## src/rtl/multicycle_controller.sv

```systemverilog
`default_nettype none
// ============================================================================
//  Module      : multicycle_controller
//  Description : Control FSM for a multicycle RV32I-subset core (lw, sw,
//                R-type, I-type ALU, beq, jal). Sequences the shared
//                instruction/data memory, IR/PC/ALUOut registers and the
//                register bank over 3-5 cycles per instruction, stalling on
//                the memory ready handshake. Traps on unsupported opcodes
//                and counts retired instructions.
//  Ports       : clk, rst          clock (rising edge), sync active-high reset
//                op, funct3,
//                funct7_bit5       instruction fields from IR
//                Zero              ALU zero flag
//                mem_ready         memory completes the access this cycle
//                PCWrite, AdrSrc, MemWrite, IRWrite, ResultSrc, ALUSrcA,
//                ALUSrcB, ALUControl, ImmSrc, RegWrite
//                                  datapath controls
//                trap              high while parked in TRAP
//                instr_done        one-cycle pulse on retirement
//                instret           retired-instruction counter (wrapping)
//                state             current state, for debug
//  Revision    : 1.0  initial release
// ============================================================================
module multicycle_controller #(
    parameter bit TRAP_ON_ILLEGAL = 1'b1,
    parameter int INSTRET_W       = 32
) (
    input  logic                 clk,
    input  logic                 rst,
    input  logic [6:0]           op,
    input  logic [2:0]           funct3,
    input  logic                 funct7_bit5,
    input  logic                 Zero,
    input  logic                 mem_ready,
    output logic                 PCWrite,
    output logic                 AdrSrc,
    output logic                 MemWrite,
    output logic                 IRWrite,
    output logic [1:0]           ResultSrc,
    output logic [1:0]           ALUSrcA,
    output logic [1:0]           ALUSrcB,
    output logic [2:0]           ALUControl,
    output logic [1:0]           ImmSrc,
    output logic                 RegWrite,
    output logic                 trap,
    output logic                 instr_done,
    output logic [INSTRET_W-1:0] instret,
    output logic [3:0]           state
);

    typedef enum logic [3:0] {
        FETCH    = 4'd0,
        DECODE   = 4'd1,
        MEMADR   = 4'd2,
        MEMREAD  = 4'd3,
        MEMWB    = 4'd4,
        MEMWRITE = 4'd5,
        EXECR    = 4'd6,
        ALUWB    = 4'd7,
        EXECI    = 4'd8,
        JAL      = 4'd9,
        BEQ      = 4'd10,
        TRAP     = 4'd11
    } state_t;

    localparam logic [6:0] c_op_lw   = 7'd3;
    localparam logic [6:0] c_op_sw   = 7'd35;
    localparam logic [6:0] c_op_r    = 7'd51;
    localparam logic [6:0] c_op_i    = 7'd19;
    localparam logic [6:0] c_op_jal  = 7'd111;
    localparam logic [6:0] c_op_beq  = 7'd99;

    localparam logic [2:0] c_alu_add = 3'b000;
    localparam logic [2:0] c_alu_sub = 3'b001;
    localparam logic [2:0] c_alu_and = 3'b010;
    localparam logic [2:0] c_alu_or  = 3'b011;
    localparam logic [2:0] c_alu_slt = 3'b101;

    state_t                 state_q, state_d;
    logic [INSTRET_W-1:0]   instret_q;

    logic                   w_pc_write;
    logic                   w_mem_write;
    logic                   w_ir_write;
    logic                   w_reg_write;
    logic                   w_done;
    logic [1:0]             w_alu_op;

    // ------------------------------------------------------------------------
    // State and retirement counter
    // ------------------------------------------------------------------------
    always_ff @(posedge clk) begin
        if (rst) begin
            state_q   <= FETCH;
            instret_q <= '0;
        end else begin
            state_q <= state_d;
            if (instr_done) begin
                instret_q <= instret_q + {{(INSTRET_W-1){1'b0}}, 1'b1};
            end
        end
    end

    // ------------------------------------------------------------------------
    // Next state and Moore outputs
    // ------------------------------------------------------------------------
    always_comb begin
        state_d     = state_q;
        w_pc_write  = 1'b0;
        AdrSrc      = 1'b0;
        w_mem_write = 1'b0;
        w_ir_write  = 1'b0;
        w_reg_write = 1'b0;
        w_done      = 1'b0;
        ResultSrc   = 2'b00;
        ALUSrcA     = 2'b00;
        ALUSrcB     = 2'b00;
        w_alu_op    = 2'b00;

        case (state_q)
            FETCH: begin
                // PC+4 is computed and latched in the same cycle the
                // instruction word arrives.
                w_ir_write = mem_ready;
                w_pc_write = mem_ready;
                ALUSrcB    = 2'b10;
                ResultSrc  = 2'b10;
                if (mem_ready) begin
                    state_d = DECODE;
                end
            end
            DECODE: begin
                // Branch target OldPC+imm computed speculatively into ALUOut.
                ALUSrcA = 2'b01;
                ALUSrcB = 2'b01;
                case (op)
                    c_op_lw, c_op_sw: state_d = MEMADR;
                    c_op_r:           state_d = EXECR;
                    c_op_i:           state_d = EXECI;
                    c_op_jal:         state_d = JAL;
                    c_op_beq:         state_d = BEQ;
                    default: begin
                        if (TRAP_ON_ILLEGAL) begin
                            state_d = TRAP;
                        end else begin
                            state_d = FETCH;
                        end
                    end
                endcase
            end
            MEMADR: begin
                ALUSrcA = 2'b10;
                ALUSrcB = 2'b01;
                state_d = (op == c_op_lw) ? MEMREAD : MEMWRITE;
            end
            MEMREAD: begin
                AdrSrc = 1'b1;
                if (mem_ready) begin
                    state_d = MEMWB;
                end
            end
            MEMWB: begin
                ResultSrc   = 2'b01;
                w_reg_write = 1'b1;
                w_done      = 1'b1;
                state_d     = FETCH;
            end
            MEMWRITE: begin
                // Write strobe held until the memory accepts it; the store
                // retires in the accepting cycle.
                AdrSrc      = 1'b1;
                w_mem_write = 1'b1;
                if (mem_ready) begin
                    w_done  = 1'b1;
                    state_d = FETCH;
                end
            end
            EXECR: begin
                ALUSrcA  = 2'b10;
                w_alu_op = 2'b10;
                state_d  = ALUWB;
            end
            EXECI: begin
                ALUSrcA  = 2'b10;
                ALUSrcB  = 2'b01;
                w_alu_op = 2'b10;
                state_d  = ALUWB;
            end
            JAL: begin
                // Link value PC+4 goes to ALUOut while PC takes the target
                // already sitting in ALUOut from DECODE.
                ALUSrcA    = 2'b01;
                ALUSrcB    = 2'b10;
                w_pc_write = 1'b1;
                state_d    = ALUWB;
            end
            ALUWB: begin
                w_reg_write = 1'b1;
                w_done      = 1'b1;
                state_d     = FETCH;
            end
            BEQ: begin
                ALUSrcA    = 2'b10;
                w_alu_op   = 2'b01;
                w_pc_write = Zero;
                w_done     = 1'b1;
                state_d    = FETCH;
            end
            TRAP: begin
                state_d = TRAP;
            end
            default: begin
                state_d = FETCH;
            end
        endcase
    end

    // ------------------------------------------------------------------------
    // ALU decoder
    // ------------------------------------------------------------------------
    always_comb begin
        ALUControl = c_alu_add;
        case (w_alu_op)
            2'b01: ALUControl = c_alu_sub;
            2'b10: begin
                case (funct3)
                    // Only R-type (op[5]=1) distinguishes sub; addi never does.
                    3'b000:  ALUControl = (op[5] && funct7_bit5) ? c_alu_sub : c_alu_add;
                    3'b010:  ALUControl = c_alu_slt;
                    3'b110:  ALUControl = c_alu_or;
                    3'b111:  ALUControl = c_alu_and;
                    default: ALUControl = c_alu_add;
                endcase
            end
            default: ALUControl = c_alu_add;
        endcase
    end

    // ------------------------------------------------------------------------
    // Immediate format, decoded from op in every state
    // ------------------------------------------------------------------------
    always_comb begin
        case (op)
            c_op_sw:  ImmSrc = 2'b01;
            c_op_beq: ImmSrc = 2'b10;
            c_op_jal: ImmSrc = 2'b11;
            default:  ImmSrc = 2'b00;
        endcase
    end

    // Architectural strobes are suppressed while reset is asserted so that an
    // aborted instruction cannot write state or retire.
    assign PCWrite    = w_pc_write  & ~rst;
    assign MemWrite   = w_mem_write & ~rst;
    assign IRWrite    = w_ir_write  & ~rst;
    assign RegWrite   = w_reg_write & ~rst;
    assign instr_done = w_done      & ~rst;

    assign trap    = (state_q == TRAP);
    assign instret = instret_q;
    assign state   = state_q;

endmodule
`default_nettype wire

```

## config.mk

```make
export PLATFORM = sky130hd
export DESIGN_NAME = multicycle_controller
export DESIGN_NICKNAME = d
export VERILOG_FILES = /design/src/rtl/multicycle_controller.sv
export SDC_FILE = /design/constraint.sdc
export NUM_CORES = 1
export LEC_CHECK = 0
export CORE_ASPECT_RATIO = 0.6
export CORE_MARGIN = 4
export CORE_UTILIZATION = 50
export CTS_CLUSTER_SIZE = 16
export DETAILED_ROUTE_END_ITERATION = 10
export GPL_ROUTABILITY_DRIVEN = 0
export GPL_TIMING_DRIVEN = 0
export PLACE_DENSITY = 0.83
export SLEW_MARGIN = 5
export SYNTH_ARGS = -nofsm -noshare
export SYNTH_HDL_FRONTEND = slang
export SYNTH_SLANG_ARGS = --single-unit
```

## constraint.sdc

```tcl
create_clock -name clk -period 2.95 [get_ports clk]
set_input_delay 0.59 -clock clk [delete_from_list [all_inputs] [get_ports clk]]
set_output_delay 0.59 -clock clk [all_outputs]
set_load 0.03 [all_outputs]
```

==> results_dict.tcl <==
set metrics [dict create \
    outcome "completed" \
    ys_top_cells_by_count "dfxtp_1, nor2_1, nand2_1, a21oi_1" \
    cts_hold_buf 0 \
    powerDensity_nw_per_um2 589 \
    pre_cts_slack_ns -0.484 \
    synth.area.top_cells "dfxtp_1, a21oi_1, nor2b_1, nor4_1, mux2_2" \
    combPwrFrac_pct 53.7 \
    cts.sinks 36 \
    area_growth_syn_to_layout_pct 33.7 \
    root_buffer "clkbuf_8" \
    endpoint "RegWrite" \
    cp_common_cell "buf_2" \
    fin_crit_ns 2.87 \
    netlist.area_leader.share_pct 28.7 \
    report.final.slew_viol_count 0 \
    max-cap-violations 0 \
    internal-power_mw 1.12 \
    crit_path_max_fanout 10 \
    overflow 0 \
    worstPathRequired_ns 2.36 \
    yosysSeqAreaShare_pct 28.7 \
    yosysWarningCount 0 \
    setup-violations-final 0 \
    p_sw_share_pct 43.5 \
    grt_pass1_wl_um 12900 \
    cts_buffer_depth 2 \
    antenna_found_initial 0 \
    cts_max_level 2 \
    die_w_um 99.4 \
    drc_errors 0 \
    dpl_cell_area_um2 3270 \
    crit_chain "buf_2 > buf_2 > nand2b_1 > nand2_1 > nor3_1 > clkdlybuf4s50_1" \
    grt.total_usage_pct 25.2 \
    fin_nets 406 \
    grt_pass1_vias 2528 \
    cts_buffers 5 \
    fin_tns_setup_ns 0 \
    clkTransAtPathRegs_ns 0.07 \
    crit_type "register to output pin" \
    final_layout_size_suffix_gt1_share_pct 13.1 \
    tightest_slew_ns 0.665 \
    cp.arrival_ns 2.28 \
    crit_path_start_kind "register" \
    yosysTopAreaCell "dfxtp_1" \
    rows 19 \
    r2r_end "instret[16]$_SDFFE_PP0P_" \
    layout_setup_ws_ns 0.0798 \
    startpoint "state[1]$_SDFFE_PP0P_" \
    async_flop_share_pct 0 \
    synth_cells 314 \
    synth.most_common_cell "dfxtp_1" \
    max_slew_margin_pct 55.1 \
    r2r_start "instret[1]$_SDFFE_PP0P_" \
    die_h_um 62.9 \
    wl_per_cell_um 17.5 \
    reg2reg_depth 6 \
    die-area_um2 6250 \
    sequentialPowerShare_pct 27.6 \
    drt-vias-per-instance 6.11 \
    synth_flop_cell "dfxtp_1" \
    ys_ff_latch 36 \
    drt_iter0_drc 257 \
    p_sw_uw 860 \
    diodes 0 \
    timing.reg2reg.setup_slack_ns 0.73 \
    ir_drop_mv 0.313 \
    io_buffers 67 \
    avgSynthCellArea_um2 7.99 \
    slowest_stage "clkdlybuf4s50_1" \
    start_util_pct 53.3 \
    finalPower_mw 1.97 \
    min_period_over_period_pct 97.3 \
    wl_um 7900 \
    p_leak_nw 1.25 \
    core_area_um2 4710 \
    io_pins 69 \
    timing.fmax_mhz 348 \
    cts_tree "built" \
    slowest_delay_ns 0.70 \
    insertion_delay_ns 0.29 \
    dp.final_hpwl_um 5870 \
    drt_first_pass_iters 5 \
    final_cell_area_um2 3350 \
    finalHoldViolCount 0 \
    fin_skew_ns 0.00643 \
    rsz0062_at_grt "true" \
    syn_area_um2 2510 \
    cts_setup_buffers 0 \
    end_kind "output pin" \
    hold_class "register to register" \
    num_vias 2761 \
    synth_cell_types 58 \
    grt_max_degree 11 \
    antenna_left 0 \
    syn_nets 332 \
    p_clk_share_pct 18.7 \
    synth-edff-count 0 \
]
==> kinds of logic after synthesis <==
| kind of cell | synth area share [%] |
|---|---|
| flip-flops | 28.7 |
| multiplexers | 7.13 |
| AO/OA/AOI/OAI | 16.7 |
| adder cells (fa/ha/maj) | 1.50 |
| AND/OR/NAND/NOR | 37.3 |
| buffers and inverters | 7.58 |
| XOR/XNOR | 1.05 |
==> flip-flops by register name (all words and copies together) (netlist names) <==
| name | flops |
|---|---|
| instret | 32 |
| state | 4 |
==> per-layer routing <==
metal	part of all wire, %	vias up	GRT usage, %
met2	40	133	34.4
met5	0	-	0
met3	8.6	13	5.91
met4	1.3	0	6.98
met1	50	1295	38.6
li1	-	1320	-
==> repair_timing <==
item / CTS / global route
gates resized for setup: 11 / 10
pin swaps: 0 / 0
endpoints found under the setup margin: 8 / 7
==> area by class of cell <==
| cell class | instances | area [µm²] |
|---|---|---|
| Fill cell | 404 | 1350 |
| Inverter | 9 | 33.8 |
| Sequential cell | 36 | 721 |
| Timing Repair Buffer | 67 | 657 |
| Multi-Input combinational cell | 245 | 1610 |
| Buffer | 24 | 161 |
| Clock buffer | 8 | 90.1 |
| Tap cell | 63 | 78.8 |
==> power groups by stage <==
stage / logic, mW / clock network (mW) / registers (mW)
6_report: 1.06 / 0.369 / 0.545
5_1_grt: 1.12 / 0.391 / 0.548
4_1_cts: 1.04 / 0.372 / 0.542
3_5_place_dp: 1.04 / 0 / 0.554
3_3_place_gp: 1.02 / 0 / 0.552
2_1_floorplan: 0.646 / 0 / 0.597
==> stage by stage <==
stage          cells  hold WS [ns]  util [%]
3_5_place_dp     444         0.503      69.5
3_3_place_gp     444         0.487      69.5
4_1_cts          452         0.516      71.4
5_1_grt          452         0.572      71.3
6_report         452         0.521      71.3
2_1_floorplan    314         0.615         -
==> critical path, delay by kind of cell (launching register included) <==
| family | cells | cell delay [ns] |
|---|---|---|
| flip-flops | 1 | 0.33 |
| buffers and inverters | 3 | 1.17 |
| AND/OR/NAND/NOR | 3 | 0.49 |
==> cells in the final DEF (no fill, tap or decap), types with 8 or more instances in the layout <==
master and count:
nand4_1 8, dfxtp_1 36, nor2_1 26, or4_1 9, clkbuf_8 8, clkdlybuf4s50_1 59, nor2b_1 17, or3_1 8
nor3_1 8, a21oi_1 22, buf_2 8, nand3_1 10, mux2_2 9, nand2_1 23, o31ai_1 10, nor4_1 15
o21ai_0 9
==> how the worst min path moves through the flow <==
stage	start	end	slack [ns]	depth (start not counted)
after floorplan	instret[15]$_SDFFE_PP0P_	instret[15]$_SDFFE_PP0P_	0.62	2
after global placement	instret[15]$_SDFFE_PP0P_	instret[15]$_SDFFE_PP0P_	0.49	2
after detailed placement	instret[15]$_SDFFE_PP0P_	instret[15]$_SDFFE_PP0P_	0.50	2
after CTS	instret[15]$_SDFFE_PP0P_	instret[15]$_SDFFE_PP0P_	0.52	2
after global routing	instret[15]$_SDFFE_PP0P_	instret[15]$_SDFFE_PP0P_	0.57	2
final	instret[15]$_SDFFE_PP0P_	instret[15]$_SDFFE_PP0P_	0.52	2
Power figures use the tool's default switching activity.
